===== config.mk =====
export PLATFORM = sky130hd
export DESIGN_NAME = mem_copy_engine
export DESIGN_NICKNAME = d
export VERILOG_FILES = /design/src/rtl/mem_copy_pkg.sv /design/src/rtl/mem_copy_engine.sv
export SDC_FILE = /design/constraint.sdc
export NUM_CORES = 1
export LEC_CHECK = 0
export BUFFER_PORTS_ARGS = -buffer_cell sky130_fd_sc_hd__buf_4
export CAP_MARGIN = 10
export CELL_PAD_IN_SITES_DETAIL_PLACEMENT = 1
export CELL_PAD_IN_SITES_GLOBAL_PLACEMENT = 2
export CORE_UTILIZATION = 31
export DETAILED_ROUTE_END_ITERATION = 7
export GPL_ROUTABILITY_DRIVEN = 0
export HOLD_SLACK_MARGIN = 0.1
export PLACE_DENSITY = 0.83
export SLEW_MARGIN = 20
export SYNTH_ARGS = -nofsm -noshare
export SYNTH_HDL_FRONTEND = slang
export SYNTH_SLANG_ARGS = --single-unit

===== constraint.sdc =====
create_clock -name clk -period 9.8 [get_ports clk]
set_input_delay 2.94 -clock clk [delete_from_list [all_inputs] [get_ports clk]]
set_output_delay 2.94 -clock clk [all_outputs]
set_load 0.1 [all_outputs]

===== src/rtl/mem_copy_pkg.sv =====
// Shared types and constants for the word-copy engine.
package mem_copy_pkg;
  localparam int DATA_W_DEF = 16;
  localparam int MEM_A_W    = 16;

  typedef enum logic [1:0] {IDLE, READ, WRITE, DONE} state_e;
endpackage


===== src/rtl/mem_copy_engine.sv =====
// Word-by-word memory copy engine: READ/WRITE ping-pong over a single memory port.
// Optional running checksum of copied words when MEM_COPY_CHECKSUM_EN is defined.
module mem_copy_engine
  import mem_copy_pkg::*;
#(
  parameter int ADDR_W = 8,
  parameter int DATA_W = DATA_W_DEF
) (
  input  logic               clk,
  input  logic               rst,
  input  logic               start,
  input  logic [MEM_A_W-1:0] src,
  input  logic [MEM_A_W-1:0] dst,
  input  logic [ADDR_W:0]    len,
  output logic               busy,
  output logic               done,
  output logic [MEM_A_W-1:0] mem_a,
  output logic [DATA_W-1:0]  mem_wd,
  output logic               mem_we,
  output logic               mem_re,
  input  logic [DATA_W-1:0]  mem_rd
`ifdef MEM_COPY_CHECKSUM_EN
  ,
  output logic [DATA_W-1:0]  checksum
`endif
);
  localparam int LW = ADDR_W + 1;
  localparam logic [MEM_A_W-1:0] AMASK = MEM_A_W'((64'd1 << ADDR_W) - 64'd1);

  state_e             state_q, state_d;
  logic [MEM_A_W-1:0] src_q, src_d, dst_q, dst_d;
  logic [LW-1:0]      len_q, len_d, i_q, i_d;
  logic [DATA_W-1:0]  buf_q, buf_d;

  always_ff @(posedge clk) begin
    if (!rst) begin
      state_q <= IDLE;
      src_q   <= '0;
      dst_q   <= '0;
      len_q   <= '0;
      i_q     <= '0;
      buf_q   <= '0;
    end else begin
      state_q <= state_d;
      src_q   <= src_d;
      dst_q   <= dst_d;
      len_q   <= len_d;
      i_q     <= i_d;
      buf_q   <= buf_d;
    end
  end

  always_comb begin
    state_d = state_q;
    src_d   = src_q;
    dst_d   = dst_q;
    len_d   = len_q;
    i_d     = i_q;
    buf_d   = buf_q;
    busy    = 1'b0;
    done    = 1'b0;
    mem_a   = '0;
    mem_wd  = '0;
    mem_we  = 1'b0;
    mem_re  = 1'b0;
    case (state_q)
      IDLE: begin
        if (start) begin
          src_d   = src;
          dst_d   = dst;
          len_d   = len;
          i_d     = '0;
          state_d = (len == '0) ? DONE : READ;
        end
      end
      READ: begin
        // Masking the full-width sum gives the modulo-2^ADDR_W wrap and zero upper bits.
        mem_a   = (src_q + MEM_A_W'(i_q)) & AMASK;
        mem_re  = 1'b1;
        buf_d   = mem_rd;
        state_d = WRITE;
      end
      WRITE: begin
        mem_a   = (dst_q + MEM_A_W'(i_q)) & AMASK;
        mem_wd  = buf_q;
        mem_we  = 1'b1;
        i_d     = i_q + LW'(1);
        state_d = (i_q == len_q - LW'(1)) ? DONE : READ;
      end
      DONE: begin
        done    = 1'b1;
        state_d = IDLE;
      end
      default: state_d = IDLE;
    endcase
    busy = (state_q != IDLE);
    // Reset wins within its own cycle, so an aborted WRITE never reaches memory.
    if (!rst) begin
      busy   = 1'b0;
      done   = 1'b0;
      mem_a  = '0;
      mem_wd = '0;
      mem_we = 1'b0;
      mem_re = 1'b0;
    end
  end

`ifdef MEM_COPY_CHECKSUM_EN
  logic [DATA_W-1:0] cs_q, cs_d;

  always_comb begin
    cs_d = cs_q;
    if (state_q == IDLE && start) cs_d = '0;
    else if (state_q == WRITE)    cs_d = cs_q + buf_q;
  end

  always_ff @(posedge clk) begin
    if (!rst) cs_q <= '0;
    else      cs_q <= cs_d;
  end

  assign checksum = cs_q;
`endif

endmodule


Yosys cells after proc, flatten, opt, wreduce, memory -nomap -nowiden

Cells that the tools add are included.

Register bits: 52
Word-level logic and storage cells: 38
Input port bits: 60

Equality and inequality tests: 5
Muxes and demuxes: 17
Reduce and logical (&&, ||, !) cells: 6
Add/sub/neg operators: 4

Operators with widths:

| cell                                                                  | number |
|---|---|
| 16-bit two-way mux                                                    | 3 |
| 9-bit case mux with 2 select lines                                    | 1 |
| 8-bit adder                                                           | 2 |
| 8-bit case mux with 2 select lines                                    | 1 |
| 9-bit by 1-bit adder with 9-bit output, second input constant         | 1 |
| 9-bit equality test                                                   | 1 |
| 9-bit logical NOT                                                     | 1 |
| 9-bit two-way mux                                                     | 1 |
| 9-bit by 1-bit subtractor with 9-bit output, second input constant    | 1 |
| 2-bit case mux with 4 select lines                                    | 1 |
| 1-bit two-way mux                                                     | 7 |
| 2-bit two-way mux                                                     | 3 |
| 2-bit equality test, second input constant                            | 2 |
| 2-bit AND reduction                                                   | 2 |
| 2-bit nonzero test                                                    | 2 |
| 2-bit by 1-bit equality test with 1-bit output, second input constant | 1 |
| 2-bit logical NOT                                                     | 1 |
| 2-bit != test, second input constant                                  | 1 |

Longest topological paths before layout

Gate-level depths: netlist (run 1).

Depth in word-level cells: 4
Gate-level depth with buffers: 12
Gate-level depth less buffers: 11

Least setup slack after synthesis (run 1)

OpenSTA, ideal clock, no wires.

Path kind: input to output
From: input port rst
To: output port mem_a[7]
Setup slack: 1.508 ns
Stages on the path: 2
Required time: 6.860 ns
Arrival time: 5.352 ns
Cells stage by stage: nand2_1 -> nor3b_1

Word-level cells in the longest chain between the ends: 1

RTL lines:

| element            | line                  | text |
|---|---|---|
| start: declaration | mem_copy_engine.sv:10 | `input logic rst,` |
| 16-bit two-way mux | mem_copy_engine.sv:98 | `if (!rst) begin` |
| end: declaration   | mem_copy_engine.sv:17 | `output logic [MEM_A_W-1:0] mem_a,` |

No other way between the ends.

Worst setup path in the final report (run 1)

From: input port rst
To: output port mem_a[6]

Same word-level chain as after synthesis.

==> impl_metrics.env, run 1 <==
export IMPL_synthMuxAreaShare=0.0899
export IMPL_ff2ff_path_depth=7
export IMPL_final_core_util=0.397
export IMPL_r2r_setup_slack_ps=7560
export IMPL_yosysWarnings=0
export IMPL_hold_start="dst_q[0]$_SDFFE_PN0P_"
export IMPL_multiInputGateArea_um2=1810
export IMPL_power_density_nw_per_um2=126
export IMPL_layout_common_cells="73 x buf_4, 62 x nand2_1, 52 x dfxtp_1, 26 x a21boi_0, 23 x nor2b_1"
export IMPL_finalNonFillerCells=547
export IMPL_post_cts_resized=0
export IMPL_num_vias=2616
export IMPL_seq_area_frac_synth=0.346
export IMPL_relSlewSlack=0.305
export IMPL_num_rows=35
export IMPL_worstSkewPairLatency_ps=310
export IMPL_arrival_ps=4750
export IMPL_core_um2=9330
export IMPL_clockRootBuffer="clkbuf_8"
export IMPL_combPwrFrac=0.226
export IMPL_swShare=0.310
export IMPL_p_clk_frac=0.278
export IMPL_irDropWorstVdd_v=0.0000545
export IMPL_clk_pin_slew_ps=100
export IMPL_p_leak_nw=1.60
export IMPL_min_delay_path_depth=2
export IMPL_fp_dieH_um=101
export IMPL_synth_compound_area_frac=0.139
export IMPL_layout_commonest_cell="buf_4"
export IMPL_start_kind="input pin"
export IMPL_tightest_slew_ps=1040
export IMPL_fmax_mhz=130
export IMPL_end_kind="output pin"
export IMPL_synth_adder_area_share=0.0607
export IMPL_syn_to_final_growth_pct=23.0
export IMPL_grt_first_pass_wirelength_um=12900
export IMPL_max_cap_violations=0
export IMPL_skew_ps=12.1
export IMPL_synth_distinct_cells=46
export IMPL_synthArstFlopShare=0
export IMPL_synth_ff_type="dfxtp_1"
export IMPL_cp_max_fo=70
export IMPL_cts_hold_buf=0
export IMPL_num_antenna_cells=0
export IMPL_required_ps=6860
export IMPL_numCtsBuffers=5
export IMPL_timing_rr_end="state_q[1]$_SDFFE_PN0P_"
export IMPL_placed_cells=539
export IMPL_seqCellArea_um2=1040
export IMPL_synthCells=358
export IMPL_first_pass_iters=4
export IMPL_syn_area_per_cell_um2=8.40
export IMPL_rsz0062_at_grt="no"
export IMPL_drive_above_1_share=0.222
export IMPL_path_class="input pin to output pin"
export IMPL_via_per_inst=4.78
export IMPL_seq_power_share=0.496
export IMPL_p_int_w=0.000322
export IMPL_synth_edff_count=0
export IMPL_globalRouteTotalUtil=0.160
export IMPL_final_hold_violation_count=0
export IMPL_period_minus_slack_ps=7690
export IMPL_grt_start_max_net_pins=71
export IMPL_grt_pass1_vias=2691
export IMPL_port_buffers=71
export IMPL_place_hpwl_um=5600
export IMPL_tns_ps=0
export IMPL_htree_levels=2
export IMPL_fin_nets=491
export IMPL_ys_ff_latch=52
export IMPL_maxSlewViolCount=0
export IMPL_drt_wl_total_um=7680
export IMPL_grt_antenna_before_repair=0
export IMPL_synth_top_family_by_area="simple AND/OR/NAND/NOR gates"
export IMPL_detail_route_antenna_nets=0
export IMPL_syn_area_um2=3010
export IMPL_period_share=0.785
export IMPL_post_cts_setup_buffers=0
export IMPL_gr_total_overflow=0
export IMPL_setup_viol=0
export IMPL_worstHoldEndpoint="dst_q[0]$_SDFFE_PN0P_"
export IMPL_die_area_um2=10100
export IMPL_reg2reg_from="state_q[1]$_SDFFE_PN0P_"
export IMPL_p_switching_w=0.000145
export IMPL_initial_core_util=0.322
export IMPL_hp_class="register to register"
export IMPL_synth_simple_area_share=0.265
export IMPL_drt_initial_drc_count=67
export IMPL_cts_tree="built"
export IMPL_route_detailed_drc=0
export IMPL_die_x_um=101
export IMPL_fill_cells=1153
export IMPL_synthXorXnorAreaFrac=0.0379
export IMPL_ios=96
export IMPL_status="completed"
export IMPL_numClockSinks=52
export IMPL_routedWlPerCell_um=14.0
export IMPL_clk_path_buf_depth=2
-- final cells by class --
class,count,area share
clock inverter,2,0.00406
clock buffer,6,0.0223
timing repair buffer,73,0.148
multi-input combinational,275,0.490
inverter,10,0.0101
sequential,52,0.281
tap,129,0.0436
-- power groups by stage --
stage / clock network (W) / registers (W) / logic (W)
4_1_cts: 0.000136 / 0.000232 / 0.000107
3_3_place_gp: 0 / 0.000236 / 0.000105
5_1_grt: 0.000147 / 0.000234 / 0.000116
3_5_place_dp: 0 / 0.000237 / 0.000107
6_report: 0.000130 / 0.000232 / 0.000106
2_1_floorplan: 0 / 0.000234 / 0.0000799
-- critical path: stages --
cell and delay, ps:
buf_4 450, nand2_1 370, or4_1 590, nand3_1 90, buf_4 280
-- through the flow --
step	setup slack (ps)	total power, W	area (µm²)	hold WS (ps)
floorplan	1510	0.000314	3030	440
global placement	2130	0.000341	3600	450
detailed placement	2100	0.000344	3600	460
CTS	2110	0.000476	3700	476
global route	1940	0.000497	3700	498
finish	2110	0.000468	3700	471
-- flip-flops by register name, indices dropped and copies added, names as in the netlist --
signal   count
dst_q        8
state_q      2
src_q        8
i_q          9
len_q        9
buf_q       16
-- how the worst max path moves through the flow --
stage / startpoint / endpoint / slack (ps)
2_1_floorplan: rst / mem_a[7] / 1510
3_3_place_gp: rst / mem_a[6] / 2130
3_5_place_dp: rst / mem_a[6] / 2100
4_1_cts: rst / mem_a[6] / 2110
5_1_grt: rst / mem_a[6] / 1940
6_report: rst / mem_a[6] / 2110
-- cell usage after synthesis (all sizes together), types with 9 or more instances --
cell type / number / share of area
nor2b: 23 / 0.048
nor3: 9 / 0.015
dfxtp: 52 / 0.35
o21ai: 10 / 0.017
mux2i: 18 / 0.060
nand2: 62 / 0.077
buf: 9 / 0.021
a21boi: 26 / 0.065
ha: 13 / 0.054
inv: 10 / 0.012
and3: 19 / 0.040
clkbuf: 18 / 0.022
nor2: 11 / 0.014
-- cells by family (layout without fill, tap and decap cells) --
| group | Yosys count | count (layout) |
|---|---|---|
| and+or+nand+nor | 155 | 155 |
| AOI/OAI and AO/OA | 59 | 59 |
| DFF | 52 | 52 |
| buffers and inverters | 38 | 91 |
| muxes | 26 | 26 |
| adders and majority gates | 14 | 14 |
| xor gates and xnor gates | 13 | 13 |
| other | 1 | 8 |
-- layer usage --
| layer | part of all wire | up-vias | GRT usage |
|---|---|---|---|
| met1 | 0.46 | 1227 | 0.196 |
| met2 | 0.48 | 54 | 0.282 |
| met3 | 0.054 | 8 | 0.0374 |
| met4 | 0.012 | 0 | 0.0401 |
| met5 | 0 | - | 0 |
| li1 | - | 1327 | - |
No activity file was read; power rests on OpenSTA's default activity.
==> run 2, diff against run 1 <==
- ABC_AREA: default -> 1
- CORE_UTILIZATION: 31 -> 26
- PLACE_DENSITY: 0.83 -> 0.77
- clock period: 9.8 -> 7.2 ns (I/O delays scaled with it)
==> impl_metrics.env, run 2 <==
export IMPL_initial_core_util=0.269
export IMPL_start_kind="input pin"
export IMPL_globalRouteTotalUtil=0.146
export IMPL_route_detailed_drc=0
export IMPL_power_density_nw_per_um2=204
export IMPL_skew_ps=8.24
export IMPL_grt_start_max_net_pins=48
export IMPL_syn_to_final_growth_pct=26.3
export IMPL_yosysMostFrequentCell="nand2_1"
export IMPL_detail_route_antenna_nets=0
export IMPL_maxSlewViolCount=0
export IMPL_largest_register_ff_count=16
export IMPL_layout_commonest_cell="nand2_1"
export IMPL_period_minus_slack_ps=5730
export IMPL_swShare=0.304
export IMPL_p_int_w=0.000525
export IMPL_netlist_area_leader_share=0.354
export IMPL_synthCells=440
export IMPL_core_um2=10900
export IMPL_placed_cells=634
export IMPL_yosysWarnings=0
export IMPL_post_cts_resized=0
export IMPL_synth_edff_count=0
export IMPL_multiInputGateArea_um2=1580
export IMPL_seqCellArea_um2=1040
export IMPL_cts_tree="built"
export IMPL_cp_cell_sequence="buf_4, nand2_1, nor2_1, buf_4"
export IMPL_worstSkewPairLatency_ps=290
export IMPL_routedWlPerCell_um=12.5
export IMPL_reg_top3="buf_q x16, i_q x9, len_q x9"
export IMPL_max_cap_violations=0
export IMPL_place_hpwl_um=6150
export IMPL_setup_viol=0
export IMPL_via_per_inst=4.45
export IMPL_post_cts_setup_buffers=0
export IMPL_tns_ps=0
export IMPL_irDropWorstVdd_v=0.0000755
export IMPL_whs_ps=451
export IMPL_finalNonFillerCells=642
export IMPL_cpLargestDelayFamily="simple AND/OR/NAND/NOR gates"
export IMPL_period_share=0.796
export IMPL_seq_area_frac_synth=0.354
export IMPL_combPwrFrac=0.218
export IMPL_status="completed"
export IMPL_numClockSinks=52
export IMPL_ios=96
export IMPL_fin_nets=575
export IMPL_syn_area_um2=2940
export IMPL_ys_ff_latch=52
export IMPL_p_clk_frac=0.357
export IMPL_drt_initial_drc_count=73
export IMPL_path_buf_inv=2
export IMPL_clockRootBuffer="clkbuf_16"
export IMPL_cp_max_fo=47
export IMPL_layout_common_cells="78 x nand2_1, 77 x nor2_1, 71 x buf_4, 54 x inv_1, 52 x dfxtp_1"
export IMPL_relSlewSlack=0.412
export IMPL_p_leak_nw=1.72
export IMPL_regMostFlops="buf_q"
export IMPL_cpMostUsedCell="buf_4"
export IMPL_yosysTopAreaCell="dfxtp_1"
export IMPL_die_x_um=108
export IMPL_grt_pass1_vias=2911
export IMPL_drive_above_1_share=0.183
export IMPL_tightest_slew_ps=881
export IMPL_synthArstFlopShare=0
export IMPL_synth_area_leaders="dfxtp_1 35%, nand2_1 10%, nor2_1 9.8%"
export IMPL_syn_area_per_cell_um2=6.67
export IMPL_cpMaxStageDelayCell="nand2_1"
export IMPL_grt_antenna_before_repair=0
export IMPL_end_kind="output pin"
export IMPL_num_antenna_cells=0
export IMPL_fmax_mhz=174
export IMPL_cts_hold_buf=0
export IMPL_hp_class="register to register"
export IMPL_first_pass_iters=4
export IMPL_htree_levels=2
export IMPL_synth_distinct_cells=33
export IMPL_numCtsBuffers=5
export IMPL_synth_ff_type="dfxtp_1"
export IMPL_fp_dieH_um=108
export IMPL_ys_top_cells_by_count="78 x nand2_1, 77 x nor2_1, 54 x inv_1"
export IMPL_path_class="input pin to output pin"
export IMPL_arrival_ps=3570
export IMPL_slowest_delay_ps=470
export IMPL_die_area_um2=11700
export IMPL_p_switching_w=0.000230
export IMPL_num_rows=38
export IMPL_rsz0062_at_grt="no"
export IMPL_gr_total_overflow=0
export IMPL_seq_power_share=0.426
export IMPL_num_vias=2855
export IMPL_clk_path_buf_depth=2
export IMPL_clk_pin_slew_ps=60
export IMPL_port_buffers=71
export IMPL_final_hold_violation_count=0
export IMPL_fill_cells=1437
export IMPL_required_ps=5040
export IMPL_grt_first_pass_wirelength_um=13500
export IMPL_drt_wl_total_um=8000
run 2: final cells by class:
type,instances,area share
Multi-Input combinational cell,314,0.426
Tap cell,140,0.0472
Clock inverter,2,0.00945
Sequential cell,52,0.281
Clock buffer,6,0.0348
Inverter,57,0.0577
Timing Repair Buffer,71,0.144
run 2: cell families (layout without fill, tap and decap cells):
group | count (synthesis) | count (layout) | synth area share
xor gates and xnor gates | 8 | 8 | 0.0239
and+or+nand+nor | 188 | 188 | 0.272
other | 1 | 8 | 0.00128
AOI/OAI and AO/OA | 96 | 96 | 0.170
buffers and inverters | 81 | 136 | 0.116
adders and majority gates | 14 | 14 | 0.0622
DFF | 52 | 52 | 0.354
run 2: through the flow:
step / cell area [µm²] / util / setup WS, ps / power [W]
after floorplan: 2960 / - / 873 / 0.000450
after global placement: 3540 / 0.324 / 1430 / 0.000490
after detailed placement: 3540 / 0.324 / 1420 / 0.000494
after CTS: 3710 / 0.339 / 1420 / 0.000769
after global routing: 3710 / 0.339 / 1290 / 0.000799
final: 3710 / 0.339 / 1470 / 0.000755
run 2: worst paths after layout:
| kind | startpoint | endpoint | slack, ps | depth (start not counted) |
|---|---|---|---|---|
| worst max-delay path | rst | mem_wd[14] | 1470 | 4 |
| worst min-delay path | src_q[1]$_SDFFE_PN0P_ | src_q[1]$_SDFFE_PN0P_ | 450 | 2 |
| worst max register to register | state_q[0]$_SDFFE_PN0P_ | i_q[6]$_SDFFE_PN0P_ | 4900 | 11 |
| worst min register to register | src_q[1]$_SDFFE_PN0P_ | src_q[1]$_SDFFE_PN0P_ | 450 | 2 |
run 2: per-layer routing:
layer | part of all wire | vias up | GRT usage
li1 | - | 1499 | -
met1 | 0.45 | 1310 | 0.180
met2 | 0.50 | 42 | 0.258
met3 | 0.043 | 4 | 0.0338
met4 | 0.0069 | 0 | 0.0319
met5 | 0 | - | 0
run 2: worst register-to-register path, stage by stage, from the launching register on:
cell and delay [ps]:
dfxtp_1 340, inv_1 90, ha_1 570, inv_2 230, o21ai_4 320, nand2_4 80, nor2_4 110, nand2_2 70
nor2_2 140, nand2_1 80, nor2_2 100, nor3_2 50
run 2: power by group through the flow:
stage               Sequential [W]  Clock [W]  Combinational (W)
floorplan                 0.000325          0           0.000125
global placement          0.000328          0           0.000162
detailed placement        0.000328          0           0.000166
finish                    0.000321   0.000269           0.000164
global route              0.000325   0.000290           0.000185
CTS                       0.000322   0.000280           0.000167
==> run 3, diff against run 2 <==
- clock period: 7.2 -> 5.7 ns (I/O delays scaled with it)
==> impl_metrics.env, run 3 (synthesized netlist as in run 2, its figures left out) <==
export IMPL_status="completed"
export IMPL_wl_met1_um=3710
export IMPL_grt_first_pass_wirelength_um=13700
export IMPL_num_antenna_cells=0
export IMPL_skew_ps=6.18
export IMPL_numClockSinks=52
export IMPL_irDropWorstVdd_v=0.000146
export IMPL_cts_tree="built"
export IMPL_numCtsBuffers=5
export IMPL_die_area_um2=11700
export IMPL_post_cts_resized=0
export IMPL_cts_hold_buf=0
export IMPL_via_per_inst=4.46
export IMPL_wl_met3_um=328
export IMPL_layout_commonest_cell="nand2_1"
export IMPL_htree_levels=2
export IMPL_p_switching_w=0.000291
export IMPL_combPwrFrac=0.218
export IMPL_swShare=0.304
export IMPL_p_leak_nw=1.72
export IMPL_p_int_w=0.000664
export IMPL_cp_max_fo=16
export IMPL_detail_route_antenna_nets=0
export IMPL_regMostFlops="buf_q"
export IMPL_layout_common_cells="78 x nand2_1, 77 x nor2_1, 72 x buf_4, 54 x inv_1, 52 x dfxtp_1"
export IMPL_initial_core_util=0.269
export IMPL_place_hpwl_um=6230
export IMPL_end_kind="output pin"
export IMPL_reg_top3="buf_q x16, i_q x9, len_q x9"
export IMPL_period_minus_slack_ps=4840
export IMPL_route_detailed_drc=0
export IMPL_num_rows=38
export IMPL_rsz0062_at_grt="no"
export IMPL_clk_pin_slew_ps=60
export IMPL_port_buffers=71
export IMPL_drt_initial_drc_count=100
export IMPL_arrival_ps=3130
export IMPL_path_class="register to output pin"
export IMPL_grt_pass1_vias=2950
export IMPL_num_vias=2868
export IMPL_grt_antenna_before_repair=0
export IMPL_drive_above_1_share=0.185
export IMPL_required_ps=3990
export IMPL_period_share=0.850
export IMPL_seq_power_share=0.426
export IMPL_setup_viol=0
export IMPL_fin_nets=576
export IMPL_ios=96
export IMPL_relSlewSlack=0.422
export IMPL_die_x_um=108
export IMPL_p_clk_frac=0.356
export IMPL_syn_to_final_growth_pct=26.5
export IMPL_fmax_mhz=206
export IMPL_max_cap_violations=0
export IMPL_routedWlPerCell_um=12.6
export IMPL_gr_total_overflow=0
export IMPL_clk_path_buf_depth=2
export IMPL_first_pass_iters=4
export IMPL_drt_wl_total_um=8080
export IMPL_start_kind="register"
export IMPL_final_hold_violation_count=0
export IMPL_maxSlewViolCount=0
export IMPL_whs_ps=457
export IMPL_worstSkewPairLatency_ps=290
export IMPL_globalRouteTotalUtil=0.147
export IMPL_post_cts_setup_buffers=0
export IMPL_hp_class="register to register"
export IMPL_power_density_nw_per_um2=257
export IMPL_tightest_slew_ps=866
export IMPL_tns_ps=0
export IMPL_dr_wl_met2_um=3980
export IMPL_core_um2=10900
export IMPL_dr_max_layer_used="met4"
export IMPL_clockRootBuffer="clkbuf_16"
export IMPL_grt_start_max_net_pins=36
export IMPL_largest_register_ff_count=16
export IMPL_fp_dieH_um=108
-- run 3: cell types whose count changed in the layout (fill, tap and decap cells not counted), sizes merged --
cell,delta
buf,+1
-- run 3: metrics by stage --
stage / instances / util / worst slack [ps] / power, W / cell area (µm²)
5_1_grt: 643 / 0.340 / 444 / 0.00101 / 3720
3_5_place_dp: 635 / 0.325 / 1070 / 0.000626 / 3550
6_report: 643 / 0.340 / 856 / 0.000954 / 3720
3_3_place_gp: 635 / 0.325 / 1060 / 0.000619 / 3550
4_1_cts: 643 / 0.340 / 800 / 0.000969 / 3720
2_1_floorplan: 447 / - / 273 / 0.000568 / 2960
-- run 3: area by class of cell --
| cell class | instances | area (µm²) |
|---|---|---|
| flip-flops and latches | 52 | 1040 |
| repair buffers | 72 | 541 |
| clock inverters | 2 | 35.0 |
| inverters | 57 | 214 |
| multi-input cells | 314 | 1580 |
| clock buffers | 6 | 129 |
| well taps | 140 | 175 |
| fillers | 1421 | 7220 |
-- run 3: layer usage --
layer | vias to the layer above | track usage
met5 | - | 0
li1 | 1502 | -
met4 | 0 | 0.0261
met3 | 5 | 0.0313
met1 | 1316 | 0.183
met2 | 45 | 0.263
-- run 3: power groups by stage --
stage	combinational [W]	clock [W]	sequential, W
after CTS	0.000211	0.000351	0.000407
after global routing	0.000236	0.000365	0.000410
after detailed placement	0.000211	0	0.000415
final	0.000208	0.000340	0.000406
after global placement	0.000205	0	0.000414
after floorplan	0.000158	0	0.000410
-- run 3: final timing paths --
kind                                         startpoint                     to  slack, ps  cells after the start
worst min register to register    src_q[1]$_SDFFE_PN0P_  src_q[1]$_SDFFE_PN0P_        460                      2
worst max register to register  state_q[0]$_SDFFE_PN0P_    i_q[6]$_SDFFE_PN0P_       3460                     11
worst min-delay path              src_q[1]$_SDFFE_PN0P_  src_q[1]$_SDFFE_PN0P_        460                      2
worst max-delay path            state_q[0]$_SDFFE_PN0P_               mem_a[6]        860                     17
-- run 3: worst max-delay path, cell delays in order, from the launching register on --
cell and delay, ps:
dfxtp_1 340, inv_1 90, ha_1 540, inv_2 230
nand2_1 110, nand2_1 80, ha_1 200, inv_1 70
fa_1 170, inv_1 60, nand3_1 60, nand2_1 90
nand2_1 70, nand2_1 50, a21oi_1 150, o21ai_0 90
a21oi_1 130, buf_4 310
